<file path="src/rtl/fetch_unit.sv">
// fetch_unit: instruction-fetch stage with PC register and req/ack imem handshake.
//   clk, reset          : clock, synchronous active-high reset
//   imem_req/addr       : request and word address to instruction memory (held until ack)
//   imem_ack/rdata      : completion strobe and instruction word from memory
//   instr/pc/pcplus4    : registered instruction, its address, and pc+4 link value
//   instr_valid/ready   : handshake with decode; redirects sampled on valid & ready
//   pcsrc/jump/jr       : branch / jump / jump-register redirect controls
//   signimm/jr_target   : branch immediate and jr register value
//   misalign            : sticky flag for a jr target with nonzero low bits
//   instr_count         : instructions consumed since reset (wraps)
module fetch_unit #(
   parameter logic [31:0] RESET_PC = 32'h0000_0000
) (
   input  logic        clk,
   input  logic        reset,
   output logic        imem_req,
   output logic [31:0] imem_addr,
   input  logic        imem_ack,
   input  logic [31:0] imem_rdata,
   output logic [31:0] instr,
   output logic [31:0] pc,
   output logic [31:0] pcplus4,
   output logic        instr_valid,
   input  logic        instr_ready,
   input  logic        pcsrc,
   input  logic        jump,
   input  logic        jr,
   input  logic [31:0] signimm,
   input  logic [31:0] jr_target,
   output logic        misalign,
   output logic [31:0] instr_count
);
   typedef enum logic [1:0] {BOOT, REQ, VALID} state_t;
   state_t state, state_n;
   logic consume;
   logic [31:0] next_pc;
   assign imem_req = state == REQ;
   assign imem_addr = pc;
   assign instr_valid = state == VALID;
   assign pcplus4 = pc + 32'd4;
   assign consume = instr_valid & instr_ready;
   always_ff @(posedge clk)
      state <= reset ? BOOT : state_n;
   always_comb begin
      state_n = state;
      state_n = state == BOOT ? REQ :
                state == REQ  ? (imem_ack ? VALID : REQ) :
                                (instr_ready ? REQ : VALID);
   end
   // redirect priority: jr > jump > taken branch > sequential
   always_comb begin
      next_pc = pcplus4;
      next_pc = jr    ? {jr_target[31:2], 2'b00} :
                jump  ? {pcplus4[31:28], instr[25:0], 2'b00} :
                pcsrc ? pcplus4 + {signimm[29:0], 2'b00} : pcplus4;
   end
   always_ff @(posedge clk) begin
      if (reset) begin
         pc <= RESET_PC;
         instr <= '0;
         misalign <= 1'b0;
         instr_count <= '0;
      end else begin
         if (imem_req & imem_ack) instr <= imem_rdata;
         if (consume) begin
            pc <= next_pc;
            instr_count <= instr_count + 32'd1;
            if (jr & |jr_target[1:0]) misalign <= 1'b1;
         end
      end
   end
endmodule

</file>
<file path="config.mk">
export PLATFORM = sky130hd
export DESIGN_NAME = fetch_unit
export DESIGN_NICKNAME = d
export VERILOG_FILES = /design/src/rtl/fetch_unit.sv
export SDC_FILE = /design/constraint.sdc
export NUM_CORES = 1
export LEC_CHECK = 0
export BUFFER_PORTS_ARGS = -buffer_cell sky130_fd_sc_hd__buf_2
export CELL_PAD_IN_SITES_DETAIL_PLACEMENT = 1
export CELL_PAD_IN_SITES_GLOBAL_PLACEMENT = 1
export CORE_UTILIZATION = 35
export DETAILED_ROUTE_END_ITERATION = 10
export GPL_ROUTABILITY_DRIVEN = 0
export GPL_TIMING_DRIVEN = 0
export PLACE_DENSITY_LB_ADDON = 0.1
export SYNTH_ARGS = -nofsm -noshare
export SYNTH_HDL_FRONTEND = slang
export SYNTH_SLANG_ARGS = --single-unit
</file>
<file path="constraint.sdc">
create_clock -name clk -period 4 [get_ports clk]
set_input_delay 0.2 -clock clk [delete_from_list [all_inputs] [get_ports clk]]
set_output_delay 0.2 -clock clk [all_outputs]
set_load 0.02 [all_outputs]
</file>
==> impl_metrics.csv <==
group,metric,value,unit
drt,vias_per_cell,5.23,
clock_tree,cts_max_path_buffers,2,
grt,grt_max_degree,18,
logic_synthesis,ys_warn_count,0,
clock_tree,cts_buffers,9,
clock_tree,htree_levels,3,
clock_tree,cts_root_buffer,"clkbuf_16",
drt,wirelength,27300,µm
worst_setup_path,cp.required,4.24,ns
placed_design,postPlaceCellArea,8470,µm²
final_layout,final_cell_count_no_fill,1439,
final_layout,fin_util,47.4,%
grt,grt_antenna_before_repair,4,
worst_setup_path,crit_slowest_cell,"dfxtp_4",
logic_synthesis,yosys.area.top_type_share,28.4,%
floorplan,io_pins,266,
final_layout,syn_to_final_growth,31.3,%
grt,first_global_vias,7226,
timing,fin_tns_setup,0,ns
logic_synthesis,synth_edf_count,0,
drt,vias,7520,
placed_design,place_inst,1415,
floorplan,start_util,36.1,%
worst_setup_path,worstPathArrival,4.13,ns
timing,hold_violations,0,
outcome,status,"completed",
logic_synthesis,synthTopCellsByCount,"nand2_1 (131), dfxtp_1 (97), a21oi_1 (92)",
drt,dr.first_iter.drc_count,297,
floorplan,die_x,142,µm
grt,overflow,0,
logic_synthesis,synth_ff_type,"dfxtp_1",
timing,whs,0.0845,ns
clock_tree,cts_tree,"done",
logic_synthesis,synth.area.top_cells,"dfxtp_1 (28%), nand2_1 (7.2%), ha_1 (6.8%), a21oi_1 (6.7%), xnor2_1 (4.6%)",
logic_synthesis,netlist_area,6840,µm²
timing,skew,0.00564,ns
final_layout,nets,1312,
grt,track_usage,26.6,%
drt,drc_errors,0,
floorplan,coreArea,19000,µm²
final_layout,regArea,1960,µm²
power,vdd_ir_drop_max,0.192,mV
worst_setup_path,endpoint_kind,"register",
logic_synthesis,synth_cells,895,
floorplan,num_rows,50,
clock_tree,path_clk_slew,0.07,ns
worst_setup_path,crit_type,"reg -> reg",
placed_design,dp_hpwl,22100,µm
logic_synthesis,yosysSeqAreaShare,28.4,%
worst_setup_path,path_max_fanout,9,
logic_synthesis,async_reset_ff_share,0,%
floorplan,dieArea,20100,µm²
final_layout,multiInputGateArea,4510,µm²
logic_synthesis,synth_cell_type_count,73,
final_layout,drive_above_1_share,31.5,%
worst_setup_path,path_cells,"ha_2 -> and4_4 -> and3_4 -> and2_4 -> nand4_1 -> xnor2_2 -> ha_1 -> buf_2 -> a21o_1 -> a21o_1 -> a21oi_2 -> o21ai_0 -> a21oi_2 -> a311oi_2 -> xor2_1 -> nand3_1 -> a31o_2",
power,leakage,4.32,nW
timing,setup_viol,0,
power,powerDensity,281,nW/µm²
worst_setup_path,slowest_delay,0.39,ns
clock_tree,clkLatencyLatePin,0.35,ns
worst_setup_path,critPathBufInv,1,
job,drv_cap,0,
min_path,hold_class,"in -> reg",
drt,ant_nets,0,
final_layout,num-fill-cells,2484,
timing,post-route-period-util,97.0,%
worst_setup_path,cp_top_family,"compound AO/OA/AOI/OAI gates",
clock_tree,cts_sinks,97,
timing,finalCriticalPeriod,3.88,ns
logic_synthesis,yosysTopAreaCell,"dfxtp_1",
grt,grt_pass1_wl,40800,µm
logic_synthesis,yosysMostFrequentCell,"nand2_1",
worst_setup_path,cp-start-kind,"register",
logic_synthesis,syn_avg_cell_area,7.64,µm²
timing,final_max_slew_viol_count,0,
timing,timing.fmax,258,MHz
floorplan,die_y,142,µm
drt,firstDrtPassIters,5,
timing,worstMarginPinSlew,0.861,ns
placed_design,port_buffers,255,
final_layout,fin_area,8980,µm²
timing,relSlewSlack,42.2,%
logic_synthesis,synth-seq-cells,97,
drt,wl_per_cell,19.0,µm
==> final cells by class <==
cell class	instances	share of cell area (%)
Timing Repair Buffer	260	14.6
Clock inverter	7	1.39
Buffer	77	4.86
Inverter	19	0.795
Multi-Input combinational cell	707	50.3
Clock buffer	9	2.51
Antenna cell	3	0.0836
Sequential cell	97	21.8
Tap cell	260	3.62
==> final timing paths <==
path | start | end | slack [ns] | depth (start not counted)
worst max-delay path | imem_addr[3] | imem_addr[31] | 0.12 | 17
worst min-delay path | imem_rdata[12] | instr[12] | 0.08 | 3
worst max register to register | imem_addr[3] | imem_addr[31] | 0.12 | 17
worst min register to register | instr[28] | instr[28] | 0.46 | 2
==> placed cells by master (no fill, tap or decap), drive strengths merged, types with 15 or more instances in the layout <==
| cell type | n |
|---|---|
| and3 | 25 |
| nand4 | 15 |
| xnor2 | 36 |
| nand3 | 34 |
| nor2 | 78 |
| buf | 303 |
| ha | 37 |
| inv | 21 |
| a211oi | 18 |
| nand2 | 132 |
| a21oi | 93 |
| clkbuf | 43 |
| o21ai | 50 |
| dfxtp | 97 |
| xor2 | 36 |
==> what timing repair did <==
| action | CTS | global route |
|---|---|---|
| hold buffers | 0 | 0 |
| setup endpoints to repair | 3 | 11 |
| gates cloned | 0 | 0 |
| gates resized for setup | 9 | 22 |
| pin swaps | 3 | 5 |
| setup buffers | 2 | 3 |
==> sequential cells by signal, summed over array words and instances (netlist names) <==
register     cells
misalign         1
state            2
instr           32
imem_addr       30
instr_count     32
==> power by group <==
group | total (W) | switching (W) | internal (W) | leakage, nW
Sequential | 0.00102 | 0.0000317 | 0.000989 | 0.791
Clock | 0.00102 | 0.000402 | 0.000618 | 0.171
Combinational | 0.000479 | 0.000299 | 0.000180 | 3.36
==> kinds of logic (layout without fill, tap and decap cells) <==
| group | count (synthesis) | count (layout) | share of synthesized area [%] |
|---|---|---|---|
| fa+ha+maj | 38 | 38 | 7.06 |
| xor+xnor | 72 | 72 | 9.22 |
| other cells | 1 | 9 | 0.0548 |
| buf+inv | 96 | 372 | 7.43 |
| mux | 13 | 13 | 1.92 |
| compound gates | 241 | 241 | 22.6 |
| flops | 97 | 97 | 28.4 |
| simple gates | 337 | 337 | 23.3 |
==> worst register-to-register path: stages, from the launching register on <==
cell,delay [ns]
dfxtp_4,0.39
ha_2,0.21
and4_4,0.26
and3_4,0.22
and2_4,0.17
nand4_1,0.14
xnor2_2,0.19
ha_1,0.28
buf_2,0.20
a21o_1,0.17
a21o_1,0.14
a21oi_2,0.07
o21ai_0,0.21
a21oi_2,0.12
a311oi_2,0.35
xor2_1,0.29
nand3_1,0.12
a31o_2,0.26
==> metal layers <==
metal  GRT usage (%)  share of wire [%]
met5               0              0.092
met4            7.30                1.7
met3            5.84                6.7
met2            45.2                 48
met1            33.7                 44
==> metrics by stage <==
step	power (W)	setup slack (ns)
after floorplan	0.00132	0.127
final	0.00252	0.118
after global routing	0.00262	-0.0509
after detailed placement	0.00151	-0.238
after CTS	0.00253	0.0113
after global placement	0.00150	-0.225
No activity file was read; power rests on OpenSTA's default activity.
